===== config.mk =====
export PLATFORM = sky130hd
export DESIGN_NAME = lcd_result_writer
export DESIGN_NICKNAME = d
export VERILOG_FILES = /design/src/rtl/lcd_result_writer.sv
export SDC_FILE = /design/constraint.sdc
export NUM_CORES = 1
export LEC_CHECK = 0
export ABC_AREA = 1
export CAP_MARGIN = 20
export CELL_PAD_IN_SITES_DETAIL_PLACEMENT = 0
export CELL_PAD_IN_SITES_GLOBAL_PLACEMENT = 1
export CORE_MARGIN = 2
export CORE_UTILIZATION = 38
export CTS_CLUSTER_DIAMETER = 200
export DETAILED_ROUTE_END_ITERATION = 10
export PLACE_DENSITY = 0.78
export RECOVER_POWER = 25
export SLEW_MARGIN = 20
export SYNTH_ARGS = -nofsm -noshare
export SYNTH_HDL_FRONTEND = slang
export SYNTH_SLANG_ARGS = --single-unit

===== constraint.sdc =====
create_clock -name clk -period 1.65 [get_ports clk]
set_input_delay 0.33 -clock clk [delete_from_list [all_inputs] [get_ports clk]]
set_output_delay 0.33 -clock clk [all_outputs]
set_load 0.01 [all_outputs]

===== src/rtl/lcd_result_writer.sv =====
// HD44780 result writer: power-up init, then shows an 8-bit value as
// three decimal characters at line 1, column 0 on each start request.
module lcd_result_writer #(
    parameter int INIT_WAIT_CYC = 16,
    parameter int E_PULSE_CYC   = 2,
    parameter int CMD_WAIT_CYC  = 4,
    parameter int CLR_WAIT_CYC  = 8
) (
    input  logic       clk,
    input  logic       rst,
    input  logic [7:0] result,
    input  logic       start,
    output logic       busy,
    output logic       done,
    output logic       lcd_rs,
    output logic       lcd_rw,
    output logic       lcd_e,
    output logic [7:0] lcd_data
);

    localparam logic [7:0] INIT_LAST = 8'(INIT_WAIT_CYC - 1);
    localparam logic [7:0] E_LAST    = 8'(E_PULSE_CYC - 1);
    localparam logic [7:0] CMD_LAST  = 8'(CMD_WAIT_CYC - 1);
    localparam logic [7:0] CLR_LAST  = 8'(CLR_WAIT_CYC - 1);

    typedef enum logic [2:0] {
        INIT_WAIT, INIT_SEND, IDLE, CONV, WR_SEND, FIN
    } state_t;

    typedef enum logic [1:0] {
        PH_SETUP, PH_STROBE, PH_WAIT
    } phase_t;

    state_t      state, state_n;
    phase_t      phase, phase_n;
    logic [7:0]  cnt, cnt_n;
    logic [1:0]  idx, idx_n;
    logic [7:0]  data_q, data_n;
    logic        rs_q, rs_n;
    logic [19:0] sh, sh_n;
    logic [7:0]  wait_last;
    logic [8:0]  nxt;

    // One double-dabble step on {hundreds, tens, ones, binary}.
    function automatic logic [19:0] dd_step(input logic [19:0] s);
        logic [19:0] t;
        t = s;
        if (t[19:16] >= 4'd5) t[19:16] = t[19:16] + 4'd3;
        if (t[15:12] >= 4'd5) t[15:12] = t[15:12] + 4'd3;
        if (t[11:8] >= 4'd5) t[11:8] = t[11:8] + 4'd3;
        return {t[18:0], 1'b0};
    endfunction

    // Returns {rs, byte} for slot i of the init or write sequence.
    function automatic logic [8:0] byte_sel(
        input logic        wr,
        input logic [1:0]  i,
        input logic [11:0] bcd
    );
        logic [8:0] b;
        b = 9'h000;
        if (!wr) begin
            unique case (i)
                2'd0:    b = {1'b0, 8'h38};
                2'd1:    b = {1'b0, 8'h0C};
                2'd2:    b = {1'b0, 8'h06};
                default: b = {1'b0, 8'h01};
            endcase
        end else begin
            unique case (i)
                2'd0: b = {1'b0, 8'h80};
                2'd1: b = (bcd[11:8] == 4'd0) ? {1'b1, 8'h20}
                                              : {1'b1, 4'h3, bcd[11:8]};
                2'd2: b = (bcd[11:4] == 8'd0) ? {1'b1, 8'h20}
                                              : {1'b1, 4'h3, bcd[7:4]};
                default: b = {1'b1, 4'h3, bcd[3:0]};
            endcase
        end
        return b;
    endfunction

    always_ff @(posedge clk) begin
        if (rst) begin
            state  <= INIT_WAIT;
            phase  <= PH_SETUP;
            cnt    <= '0;
            idx    <= '0;
            data_q <= '0;
            rs_q   <= 1'b0;
            sh     <= '0;
        end else begin
            state  <= state_n;
            phase  <= phase_n;
            cnt    <= cnt_n;
            idx    <= idx_n;
            data_q <= data_n;
            rs_q   <= rs_n;
            sh     <= sh_n;
        end
    end

    always_comb begin
        state_n   = state;
        phase_n   = phase;
        cnt_n     = cnt;
        idx_n     = idx;
        data_n    = data_q;
        rs_n      = rs_q;
        sh_n      = sh;
        busy      = 1'b1;
        done      = 1'b0;
        lcd_e     = 1'b0;
        wait_last = CMD_LAST;
        nxt       = 9'h000;
        unique case (state)
            INIT_WAIT: begin
                if (cnt == INIT_LAST) begin
                    state_n        = INIT_SEND;
                    phase_n        = PH_SETUP;
                    cnt_n          = '0;
                    idx_n          = '0;
                    {rs_n, data_n} = byte_sel(1'b0, 2'd0, sh[19:8]);
                end else begin
                    cnt_n = cnt + 8'd1;
                end
            end
            INIT_SEND, WR_SEND: begin
                // Clear-display needs the longer settle time.
                if (state == INIT_SEND && idx == 2'd3) wait_last = CLR_LAST;
                nxt = byte_sel(state == WR_SEND, idx + 2'd1, sh[19:8]);
                unique case (phase)
                    PH_SETUP: begin
                        phase_n = PH_STROBE;
                        cnt_n   = '0;
                    end
                    PH_STROBE: begin
                        lcd_e = 1'b1;
                        if (cnt == E_LAST) begin
                            phase_n = PH_WAIT;
                            cnt_n   = '0;
                        end else begin
                            cnt_n = cnt + 8'd1;
                        end
                    end
                    PH_WAIT: begin
                        if (cnt == wait_last) begin
                            cnt_n = '0;
                            if (idx == 2'd3) begin
                                state_n = (state == INIT_SEND) ? IDLE : FIN;
                            end else begin
                                idx_n          = idx + 2'd1;
                                phase_n        = PH_SETUP;
                                {rs_n, data_n} = nxt;
                            end
                        end else begin
                            cnt_n = cnt + 8'd1;
                        end
                    end
                    default: phase_n = PH_SETUP;
                endcase
            end
            IDLE: begin
                busy = 1'b0;
                if (start) begin
                    state_n = CONV;
                    cnt_n   = '0;
                    sh_n    = {12'd0, result};
                end
            end
            CONV: begin
                sh_n = dd_step(sh);
                if (cnt == 8'd7) begin
                    state_n        = WR_SEND;
                    phase_n        = PH_SETUP;
                    cnt_n          = '0;
                    idx_n          = '0;
                    {rs_n, data_n} = {1'b0, 8'h80};
                end else begin
                    cnt_n = cnt + 8'd1;
                end
            end
            FIN: begin
                busy    = 1'b0;
                done    = 1'b1;
                state_n = IDLE;
            end
            default: state_n = INIT_WAIT;
        endcase
    end

    assign lcd_data = data_q;
    assign lcd_rs   = rs_q;
    assign lcd_rw   = 1'b0;

endmodule


==> flow_metrics.py <==
metrics = {
    "detailed_routing": {
        "drt_iter0_drc": 117,
        "wire_per_inst_microns": 12.1,
        "wirelength_microns": 7480,
        "dr.pass1.iters": 4,
        "vias": 3025,
        "ant_nets": 0,
        "drc_errors": 0,
        "viasPerCell": 4.90,
    },
    "critical_path": {
        "critPathMaxFanout": 3,
        "setup.worst_path.class": "reg -> out",
        "critPathLaunchType": "register",
        "end_kind": "output pin",
        "cp_data_arrival_time_ns": 1.32,
        "crit_required_ns": 1.32,
    },
    "floorplan": {
        "start_util": 0.398,
        "rows": 31,
        "die_x_microns": 91.6,
        "core-area_sq_um": 7330,
        "die_h_microns": 91.6,
        "io_pins": 24,
        "die-area_sq_um": 8400,
    },
    "clocking": {
        "cts_tree": "built",
        "clkLatencyLatePin_ns": 0.31,
        "h-tree-depth": 2,
        "clkTransAtPathRegs_ns": 0.09,
        "hold_buffers": 0,
        "cts.sinks": 43,
        "cts_made_buffers": 5,
        "clk_path_buf_depth": 2,
        "clock_tree.root_cell": "clkbuf_8",
    },
    "timing": {
        "setup_viol": 1,
        "period_minus_slack_ns": 1.65,
        "skew_ns": 0.00995,
        "slew_violations": 0,
        "postLayoutSetupSlackWorst_ns": -0.00493,
        "holdWs_ns": 0.461,
        "max_freq_mhz": 604,
        "rsz0062_at_grt": "true",
        "hold_viol": 0,
        "fin_crit_sh": 1.00,
    },
    "yosys": {
        "synth-async-reset-ratio": 0,
        "synth_top_cell_area_share": 0.295,
        "synthTopCellsByArea": "dfxtp_1 30%, nand2_1 16%, ha_1 7.3%, a21oi_1 7.2%, inv_1 6.7%",
        "yosys_most_used_dff": "dfxtp_1",
        "synth_edf_count": 0,
        "ys_seq_area_frac": 0.295,
        "synth_warnings": 0,
        "syn_inst": 444,
        "syn-cell-area_sq_um": 2920,
        "synth_area_per_cell_sq_um": 6.57,
        "synth_largest_area_cell": "dfxtp_1",
        "ys_ff_latch": 43,
        "ys_types": 35,
    },
    "pwr": {
        "cellPowerDensity_nw_per_um2": 1130,
        "p_total_mw": 4.48,
        "ir_worst_vdd_v": 0.000529,
        "leakage_nw": 1.63,
    },
    "global_route": {
        "grt_pass1_vias": 2816,
        "antenna_found_initial": 0,
        "grt_pass1_wl_microns": 12300,
        "grt-ovfl-total": 0,
        "grt_usage": 0.180,
        "grt_max_degree": 19,
    },
    "hold_path": {
        "min_path_type": "reg -> reg",
    },
    "finish": {
        "final_common_cell": "nand2_1",
        "fin_area_sq_um": 3960,
        "drive_above_1_share": 0.266,
        "layout_common_cells": "108 x nand2_1, 51 x buf_4, 50 x inv_1, 37 x a21oi_1, 34 x dfxtp_1",
        "nNetsFinal": 545,
        "fin_util": 0.540,
        "area_delta_synth_final_pct": 35.6,
        "antenna_cells": 0,
    },
    "flow_run": {
        "cap_violations": 0,
    },
    "placement": {
        "io_buffers": 21,
        "placed_area_sq_um": 3590,
        "place_ws_ns": -0.128,
        "hpwl_microns": 5620,
        "place_congestion": 0.883,
    },
    "outcome": {
        "outcome": "finished with violations",
        "violations": "setup timing",
    },
}
[per-stage QoR]
stage,std cells,setup TNS [ns]
CTS,617,-0.132
finish,617,-0.00493
global placement,604,-1.91
detailed placement,604,-2.28
global route,617,-1.14
floorplan,445,0
[cell families after synthesis]
family	Yosys count	synth area share
AOI/OAI and AO/OA	96	0.184
buffers and inverters	72	0.108
and+or+nand+nor	212	0.330
xor gates and xnor gates	3	0.00901
adders and majority gates	17	0.0729
other	1	0.00129
DFF	43	0.295
[what timing repair did]
action	in CTS	in global routing
endpoints found under the setup margin	24	26
setup buffers	4	1
gates cloned	1	0
resized for setup	30	50
pin swaps	6	18
[routing by layer]
| layer | wire (microns) | global-route usage |
|---|---|---|
| met1 | 3360 | 0.216 |
| met2 | 3720 | 0.330 |
| met3 | 265 | 0.0271 |
| met4 | 134 | 0.0492 |
| met5 | 0 | 0 |
[worst max-delay path: stages, from the launching register on]
cell and delay, ns:
dfxtp_4 0.37, inv_4 0.08, nand2_4 0.07, buf_4 0.14, nor2_4 0.08, nor2_1 0.05
clkdlybuf4s15_1 0.22
[synth_stat cells, drive strengths merged, types with 3 or more instances]
master,instances
nor2,44
nand4,7
a21oi,43
clkbuf,8
nand3,28
dfxtp,43
nor3,4
xor2,3
inv,57
ha,17
o21ai,36
buf,7
o2111ai,5
nand2,125
a31oi,8
[where the power goes]
part | internal [mW] | switching, mW
combinational | 1.03 | 1.32
sequential | 1.17 | 0.0999
clock | 0.452 | 0.408
total | 2.65 | 1.83
[final cells by class]
type                       count  area (sq um)
clock buffer                   5          68.8
clock inverter                 3          43.8
fill                         732          3370
inverter                      57           224
multi-input combinational    331          1940
sequential                    43           877
tap                           99           124
timing repair buffer          79           679
[path summary, 6_finish.rpt]
path,startpoint,to,slack [ns],cells past startpoint
max reg2reg,state[0],cnt[0],0.03,11
max,state[1],busy,-0.005,6
min,lcd_data[2],lcd_data[2],0.46,2
min reg2reg,lcd_data[2],lcd_data[2],0.46,2
[sequential cells by signal (all words and copies together), names as in the netlist]
signal,count
lcd_rs,1
sh,20
cnt,8
phase,2
idx,2
lcd_data,7
state,3
(Power assumes the default switching activity.)
